File: src/rtl/imc_result_stream.sv
// imc_result_stream
//   Output stage of the Inverse Matrix Calculator. Captures four result
//   magnitudes plus sign bits on a load pulse, converts each to two's
//   complement and streams them out in order a, b, c, d over valid/ready.
//   Counts fully transferred packets.
// Ports:
//   clk_i, rst_ni         clock, synchronous active-low reset
//   load_i                one-cycle capture pulse (honoured only when load_ready_o)
//   a_i..d_i, *_sign_i    result magnitudes and signs (1 = negative)
//   load_ready_o          high while idle
//   valid_o, ready_i      output handshake
//   data_o, idx_o, last_o signed word, entry index (0=a..3=d), last-entry flag
//   drop_o                sticky: a load arrived while streaming
//   pkt_cnt_o             completed packet count, wraps

// Per-entry magnitude/sign to two's complement; wraps, no saturation.
module imc_sign_conv #(
  parameter int WIDTH = 16
) (
  input  logic [WIDTH-1:0] mag_i,
  input  logic             sign_i,
  output logic [WIDTH-1:0] data_o
);
  assign data_o = sign_i ? (~mag_i + WIDTH'(1)) : mag_i;
endmodule

module imc_result_stream #(
  parameter int WIDTH = 16,
  parameter int CNT_W = 16
) (
  input  logic             clk_i,
  input  logic             rst_ni,
  input  logic             load_i,
  input  logic [WIDTH-1:0] a_i,
  input  logic [WIDTH-1:0] b_i,
  input  logic [WIDTH-1:0] c_i,
  input  logic [WIDTH-1:0] d_i,
  input  logic             a_sign_i,
  input  logic             b_sign_i,
  input  logic             c_sign_i,
  input  logic             d_sign_i,
  output logic             load_ready_o,
  output logic             valid_o,
  input  logic             ready_i,
  output logic [WIDTH-1:0] data_o,
  output logic [1:0]       idx_o,
  output logic             last_o,
  output logic             drop_o,
  output logic [CNT_W-1:0] pkt_cnt_o
);
  localparam int NUM_LANES = 4;

  typedef enum logic {IDLE, SEND} state_t;

  state_t                            state_q, state_d;
  logic [1:0]                        idx_q, idx_d;
  logic [NUM_LANES-1:0][WIDTH-1:0]   mag_q, conv;
  logic [NUM_LANES-1:0]              sgn_q;
  logic                              drop_q;
  logic [CNT_W-1:0]                  cnt_q;

  logic [NUM_LANES-1:0][WIDTH-1:0]   mag_in;
  logic [NUM_LANES-1:0]              sgn_in;
  logic                              load_fire, pkt_done;

  assign mag_in = {d_i, c_i, b_i, a_i};
  assign sgn_in = {d_sign_i, c_sign_i, b_sign_i, a_sign_i};

  assign load_fire = (state_q == IDLE) && load_i;
  assign pkt_done  = (state_q == SEND) && ready_i && (idx_q == 2'd3);

  // Conversion works from the captured copy, so the datapath is free
  // to change its outputs the cycle after load.
  for (genvar l = 0; l < NUM_LANES; l++) begin : g_lane
    imc_sign_conv #(.WIDTH(WIDTH)) u_conv (
      .mag_i  (mag_q[l]),
      .sign_i (sgn_q[l]),
      .data_o (conv[l])
    );
  end

  always_comb begin
    state_d = state_q;
    idx_d   = idx_q;
    unique case (state_q)
      IDLE: begin
        if (load_i) begin
          state_d = SEND;
          idx_d   = 2'd0;
        end
      end
      SEND: begin
        if (ready_i) begin
          if (idx_q == 2'd3) begin
            state_d = IDLE;
            idx_d   = 2'd0;
          end else begin
            idx_d = idx_q + 2'd1;
          end
        end
      end
      default: begin
        state_d = IDLE;
        idx_d   = 2'd0;
      end
    endcase
  end

  always_ff @(posedge clk_i) begin
    if (!rst_ni) begin
      state_q <= IDLE;
      idx_q   <= 2'd0;
      mag_q   <= '0;
      sgn_q   <= '0;
      drop_q  <= 1'b0;
      cnt_q   <= '0;
    end else begin
      state_q <= state_d;
      idx_q   <= idx_d;
      if (load_fire) begin
        mag_q <= mag_in;
        sgn_q <= sgn_in;
      end
      // Includes a load coinciding with the final handshake: still busy.
      if ((state_q == SEND) && load_i) drop_q <= 1'b1;
      if (pkt_done) cnt_q <= cnt_q + CNT_W'(1);
    end
  end

  // Outputs depend on registered state only; ready_i never reaches valid_o.
  assign load_ready_o = (state_q == IDLE);
  assign valid_o      = (state_q == SEND);
  assign data_o       = valid_o ? conv[idx_q] : '0;
  assign idx_o        = valid_o ? idx_q : 2'd0;
  assign last_o       = valid_o && (idx_q == 2'd3);
  assign drop_o       = drop_q;
  assign pkt_cnt_o    = cnt_q;

endmodule

File: config.mk
export PLATFORM = sky130hd
export DESIGN_NAME = imc_result_stream
export DESIGN_NICKNAME = d
export VERILOG_FILES = /design/src/rtl/imc_result_stream.sv
export SDC_FILE = /design/constraint.sdc
export NUM_CORES = 1
export LEC_CHECK = 0
export ABC_AREA = 1
export CELL_PAD_IN_SITES_DETAIL_PLACEMENT = 1
export CELL_PAD_IN_SITES_GLOBAL_PLACEMENT = 2
export CORE_MARGIN = 8
export CORE_UTILIZATION = 27
export DETAILED_ROUTE_END_ITERATION = 10
export GPL_TIMING_DRIVEN = 0
export MAX_ROUTING_LAYER = met4
export PLACE_DENSITY = 0.86
export SETUP_SLACK_MARGIN = 0.02
export SYNTH_ARGS = -nofsm -noshare
export SYNTH_HDL_FRONTEND = slang
export SYNTH_SLANG_ARGS = --single-unit
File: constraint.sdc
create_clock -name clk_i -period 2.6 [get_ports clk_i]
set_clock_uncertainty 0.2 [all_clocks]
set_input_delay 0.52 -clock clk_i [delete_from_list [all_inputs] [get_ports clk_i]]
set_output_delay 0.52 -clock clk_i [all_outputs]
set_load 0.01 [all_outputs]
# == Yosys cells after proc, flatten, opt, wreduce, memory -nomap -nowiden ==
# Index checks and enable logic that the tools add are counted.
# word_totals
ff_bits,88
latchBits,0
ramBits,0
romBits,0
in_bits,72
output_inout_bits,38
word_cells,46
mem_count,0
# op_classes
addsub,6
mul,0
n_div,0
magnitude_cmp,1
eq_ne,3
shifts,0
muxes,16
bitwise,5
n_reduce_logical,6
# ops
operator,count
two-way mux 16 bit,6
adder 16 x 1 -> 16 bit (second input constant),5
inverter 16 bit,4
binary-select mux 16 bit (select 2 bit),1
two-way mux 2 bit,4
logical AND 1 bit,5
inequality test 2 bit (second input constant),2
case mux 2 bit (2 select lines),1
less-than comparator 2 x 3 -> 1 bit (second input constant),1
two-way mux 1 bit,3
adder 2 x 1 -> 2 bit (second input constant),1
equality test 2 bit (second input constant),1
case mux 1 bit (2 select lines),1
AND reduction 2 bit,1
inverter 1 bit,1

# == Longest topological paths before layout ==
# depth
ltp_word,6
depth_mapped,9
depth_no_buf,9

# == Hierarchy ==
# From an unflattened synthesis, not the netlist that was laid out.
# unflattened
cells_unflattened,949
area_unflattened_um2,5814.3
# modules_own_cells
mod,instances,cells_per_inst,area_per_inst_um2,seq_area_each_um2
imc_result_stream,1,573,3912.5,1761.7
imc_sign_conv,4,94,475.5,0.0

# == Worst setup path before layout ==
# Ideal clock, no wire load.
# synth_path
kind,register to output
from,reg mag_q[0] (netlist bit)
to,out data_o[6]
arrival_time_ps,1354
required_ps,1880
slack_ps,526
path_stages_with_launch,9
path_buffers,0
cell_sequence,dfxtp_1 > inv_1 > ha_1 > nand3_1 > nand2_1 > or2_2 > nand3_1 > o211ai_1 > nand2_1
# synth_between
elab_chain_cells,6
# synth_rtl
element,line,source
"start, declared",57,"logic [NUM_LANES-1:0][WIDTH-1:0] mag_q, conv;"
"start signal, assigned",121,mag_q <= mag_in;
inverter 16 bit,24,assign data_o = sign_i ? (~mag_i + WIDTH'(1)) : mag_i;
adder 16 x 1 -> 16 bit,24,
two-way mux 16 bit,24,
binary-select mux 16 bit (select 2 bit),133,assign data_o = valid_o ? conv[idx_q] : '0;
two-way mux 16 bit (implied by the code),133,
two-way mux 16 bit,133,
"end, declared",45,"output logic [WIDTH-1:0] data_o,"
# Every way passes these cells. The select of a mux whose other input is x is not followed.

# == Worst setup path after layout ==
# layout_path
from,reg sgn_q[1]
to,out data_o[1]
# layout_between
elab_chain_cells,4
# layout_rtl
element,line,source
"start, declared",58,logic [NUM_LANES-1:0] sgn_q;
"start signal, assigned",122,sgn_q <= sgn_in;
two-way mux 16 bit,24,
binary-select mux 16 bit (select 2 bit),133,
two-way mux 16 bit (implied by the code),133,
two-way mux 16 bit,133,
# Every way passes these cells. The select of a mux whose other input is x is not followed.

==> flow_metrics.py <==
metrics = {
    "finish": {
        "layout.cells.non_filler": 1295,
        "final-seq-area_mm2": 0.001814,
        "num_antenna_cells": 0,
        "synthToLayoutAreaGrowth_pct": 45.13,
        "final_layout_size_suffix_gt1_frac": 0.2078,
        "multi_input_area_mm2": 0.003597,
        "design.final.nets": 1103,
        "fillers": 2493,
    },
    "yosys": {
        "synthFlopType": "dfxtp_1",
        "post_synthesis_instance_total": 882,
        "synth-seq-area-share": 0.3287,
        "synth.area.top_cells": "dfxtp_1, nand2_1, nand3_1",
        "number_of_flops_mapped_to_enable_cells_by_yosys": 0,
        "yosysUniqueCellTypes": 32,
        "synth_area_leader_cell": "dfxtp_1",
        "netlist_area_mm2": 0.005359,
        "postSynthRegisterBits": 88,
        "yosysWarnings": 0,
        "ys_async_sr_fraction": 0,
        "synthDominantCellAreaShare": 0.3287,
        "postSynthNetCount": 960,
        "synth_area_per_cell_um2": 6.076,
    },
    "pwr": {
        "switchingPower_w": 0.001439,
        "static-leakage-power_nw": 3.207,
        "power_per_cell_area_mw_per_mm2": 515.4,
        "power.sequential.fraction": 0.389,
        "clkPwrFrac": 0.323,
        "peakVddDrop_v": 0.0003734,
        "combPwrFrac": 0.287,
        "power.internal_w": 0.002570,
        "switching_part_of_the_total": 0.3589,
    },
    "clock_network": {
        "cts_made_buffers": 9,
        "cts.sink_count": 88,
        "clock_transition_at_path_regs_ps": 80,
        "clock_insertion_delay_worst_skew_ps": 350,
        "cts-root-buf": "clkbuf_16",
        "cts_tree": "done",
        "ctsHtreeMaxLevel": 3,
        "cts.path.max_buffers": 2,
    },
    "route": {
        "wirelength_um": 23550,
        "routed_wire_length_per_instance_um": 18.19,
        "detail-route-antenna-nets": 0,
        "vias_cell": 4.978,
        "detail_route.iter0.violations": 376,
        "drt_pre_antenna_iters": 5,
        "drc_errors": 0,
        "via_count": 6446,
    },
    "critical_path": {
        "endpoint": "data_o[1]",
        "r2r_setup_slack_ps": 640,
        "regToRegStartpoint": "valid_o",
        "critical_path.reg2reg.endpoint": "mag_q[22]",
        "timing.setup.critical_path_class": "register to output pin",
        "cp-start-kind": "register",
        "cp.arrival_ps": 1910,
        "critPathRequiredTime_ps": 1880,
        "worst_setup_path_end_kind": "output pin",
        "ff2ff_path_depth": 6,
        "timing_startpoint_of_the_critical_path": "sgn_q[1]",
        "critical_path_peak_fanout": 8,
    },
    "grt": {
        "grt_start_max_net_pins": 17,
        "via_count_of_the_first_global_routing_pass": 6588,
        "antenna_found_initial": 0,
        "gr-total-overflow": 0,
        "grt_usage": 0.1966,
        "grt_pass1_wl_um": 36410,
    },
    "timing": {
        "setup_viol": 3,
        "report.final.hold_viol_count": 0,
        "timing_worst_slew_pin_value_ps": 724.3,
        "slew_headroom": 0.5171,
        "fin_setup_tns_ps": -58.27,
        "final.setup.worst_slack_ps": -27.54,
        "layout_min_cycle_time_ps": 2628,
        "achievable-frequency_mhz": 380.6,
        "rsz0062_at_grt": "yes",
        "report.final.slew_viol_count": 0,
        "finalCritPeriodShare": 1.011,
        "hold_worst_slack_ps": 278.0,
    },
    "floorplan": {
        "row_count": 51,
        "floorplan.die.width_um": 156.9,
        "die-height_um": 156.9,
        "die_area_mm2": 0.02461,
        "pin_count": 110,
        "initial_core_util": 0.2753,
        "coreArea_mm2": 0.01946,
    },
    "placement": {
        "finalWeightedCongestion": 0.9233,
        "hpwl_um": 17560,
        "port-buffer-count": 109,
        "numPlacedInstances": 1256,
    },
    "min_path": {
        "hp-class": "register to register",
    },
    "outcome": {
        "run_status": "complete, but fails checks",
        "failing_checks": "negative setup slack",
    },
    "flow_run": {
        "drv_cap": 0,
    },
}
==> power groups by stage <==
stage / clock, W / sequential (W) / combinational (W)
6_report: 0.00130 / 0.00156 / 0.00115
5_1_grt: 0.00138 / 0.00157 / 0.00127
4_1_cts: 0.00133 / 0.00154 / 0.00110
3_5_place_dp: 0 / 0.00156 / 0.000952
3_3_place_gp: 0 / 0.00155 / 0.000936
2_1_floorplan: 0 / 0.00153 / 0.000575
==> placed cells by master, fill, tap and decap left out, types with 8 or more instances in the layout <==
master | Yosys | final
nand4_1 | 9 | 9
nand2_2 | 2 | 16
a21oi_1 | 77 | 77
nor2_1 | 124 | 97
nand3_1 | 117 | 93
clkbuf_16 | 0 | 9
clkdlybuf4s50_1 | 0 | 93
nand2_4 | 2 | 9
nand2_1 | 191 | 174
nor2_2 | 1 | 21
clkbuf_2 | 0 | 8
nand3_2 | 0 | 17
clkbuf_1 | 22 | 13
dfxtp_2 | 0 | 27
o21ai_0 | 105 | 100
inv_2 | 1 | 11
buf_2 | 15 | 14
inv_1 | 83 | 69
dfxtp_1 | 88 | 56
buf_4 | 0 | 24
==> stage by stage <==
stage          instance area [um^2]  worst slack, ps    util  total power, W
6_report                       7777           -27.54  0.3996        0.004009
4_1_cts                        7611            11.09  0.3911        0.003973
3_3_place_gp                   6782           -430.3  0.3484        0.002491
3_5_place_dp                   6782           -415.2  0.3484        0.002509
5_1_grt                        7777           -99.45  0.3996        0.004222
2_1_floorplan                  5359            525.7       -        0.002100
==> worst max-delay path, cell delays in order (launching register included) <==
cell	delay (ps)
dfxtp_1	340
buf_6	140
clkinvlp_4	170
o21ai_0	250
nand2_1	110
a32o_1	240
dlygate4sd2_1	300
==> what timing repair did <==
action / 4_1_cts / 5_1_grt
pin swaps: 24 / 16
hold buffers: 0 / 0
buffers inserted: 11 / 9
gates cloned: 4 / 0
resized for setup: 180 / 70
setup endpoints to repair: 18 / 26
==> sequential cells by signal, indices dropped and copies added (netlist names) <==
signal	cells
drop_o	1
idx_q	2
mag_q	64
pkt_cnt_o	16
sgn_q	4
valid_o	1
==> final cells by class <==
cell class                 instances  share of cell area
buffer                            38             0.02831
multi-input combinational        674              0.4625
clock buffer                       9             0.02896
sequential                        88              0.2333
timing repair buffer             129              0.1540
inverter                          85             0.04311
tap                              265             0.04263
clock inverter                     7            0.007239
==> how the worst min path moves through the flow <==
stage	start	endpoint	slack, ps	cells past startpoint
floorplan	mag_q[15]	mag_q[15]	240	2
global placement	drop_o	drop_o	250	2
detailed placement	drop_o	drop_o	270	2
CTS	mag_q[63]	mag_q[63]	280	2
global route	mag_q[15]	mag_q[15]	300	2
finish	mag_q[63]	mag_q[63]	280	2
==> synthesized netlist by cell type (3+ instances only) <==
cell type and number:
nor3_1 6, ha_1 6, inv_1 83, a21oi_1 77, nand2_1 191, nand4_1 9
o22ai_1 3, o21ai_1 6, dfxtp_1 88, buf_2 15, nand3b_1 5, nor2_1 124
o211ai_1 3, clkbuf_1 22, o21ai_0 105, nand3_1 117
==> metal layers <==
| metal | part of all wire | routed length [um] | global-route usage |
|---|---|---|---|
| met4 | 0.020 | 466 | 0.05172 |
| met1 | 0.46 | 10730 | 0.2413 |
| met2 | 0.45 | 10710 | 0.3094 |
| met3 | 0.070 | 1642 | 0.05847 |
| met5 | 0 | 0 | - |
==> logic make-up after synthesis <==
family / count (synthesis) / synth area share
XOR/XNOR: 3 / 0.004904
buffers and inverters: 124 / 0.09036
AO/OA/AOI/OAI: 198 / 0.1894
flip-flops: 88 / 0.3287
adder cells (fa/ha/maj): 6 / 0.01401
AND/OR/NAND/NOR: 463 / 0.3726
Note: power is estimated with default switching activity, not from simulation.
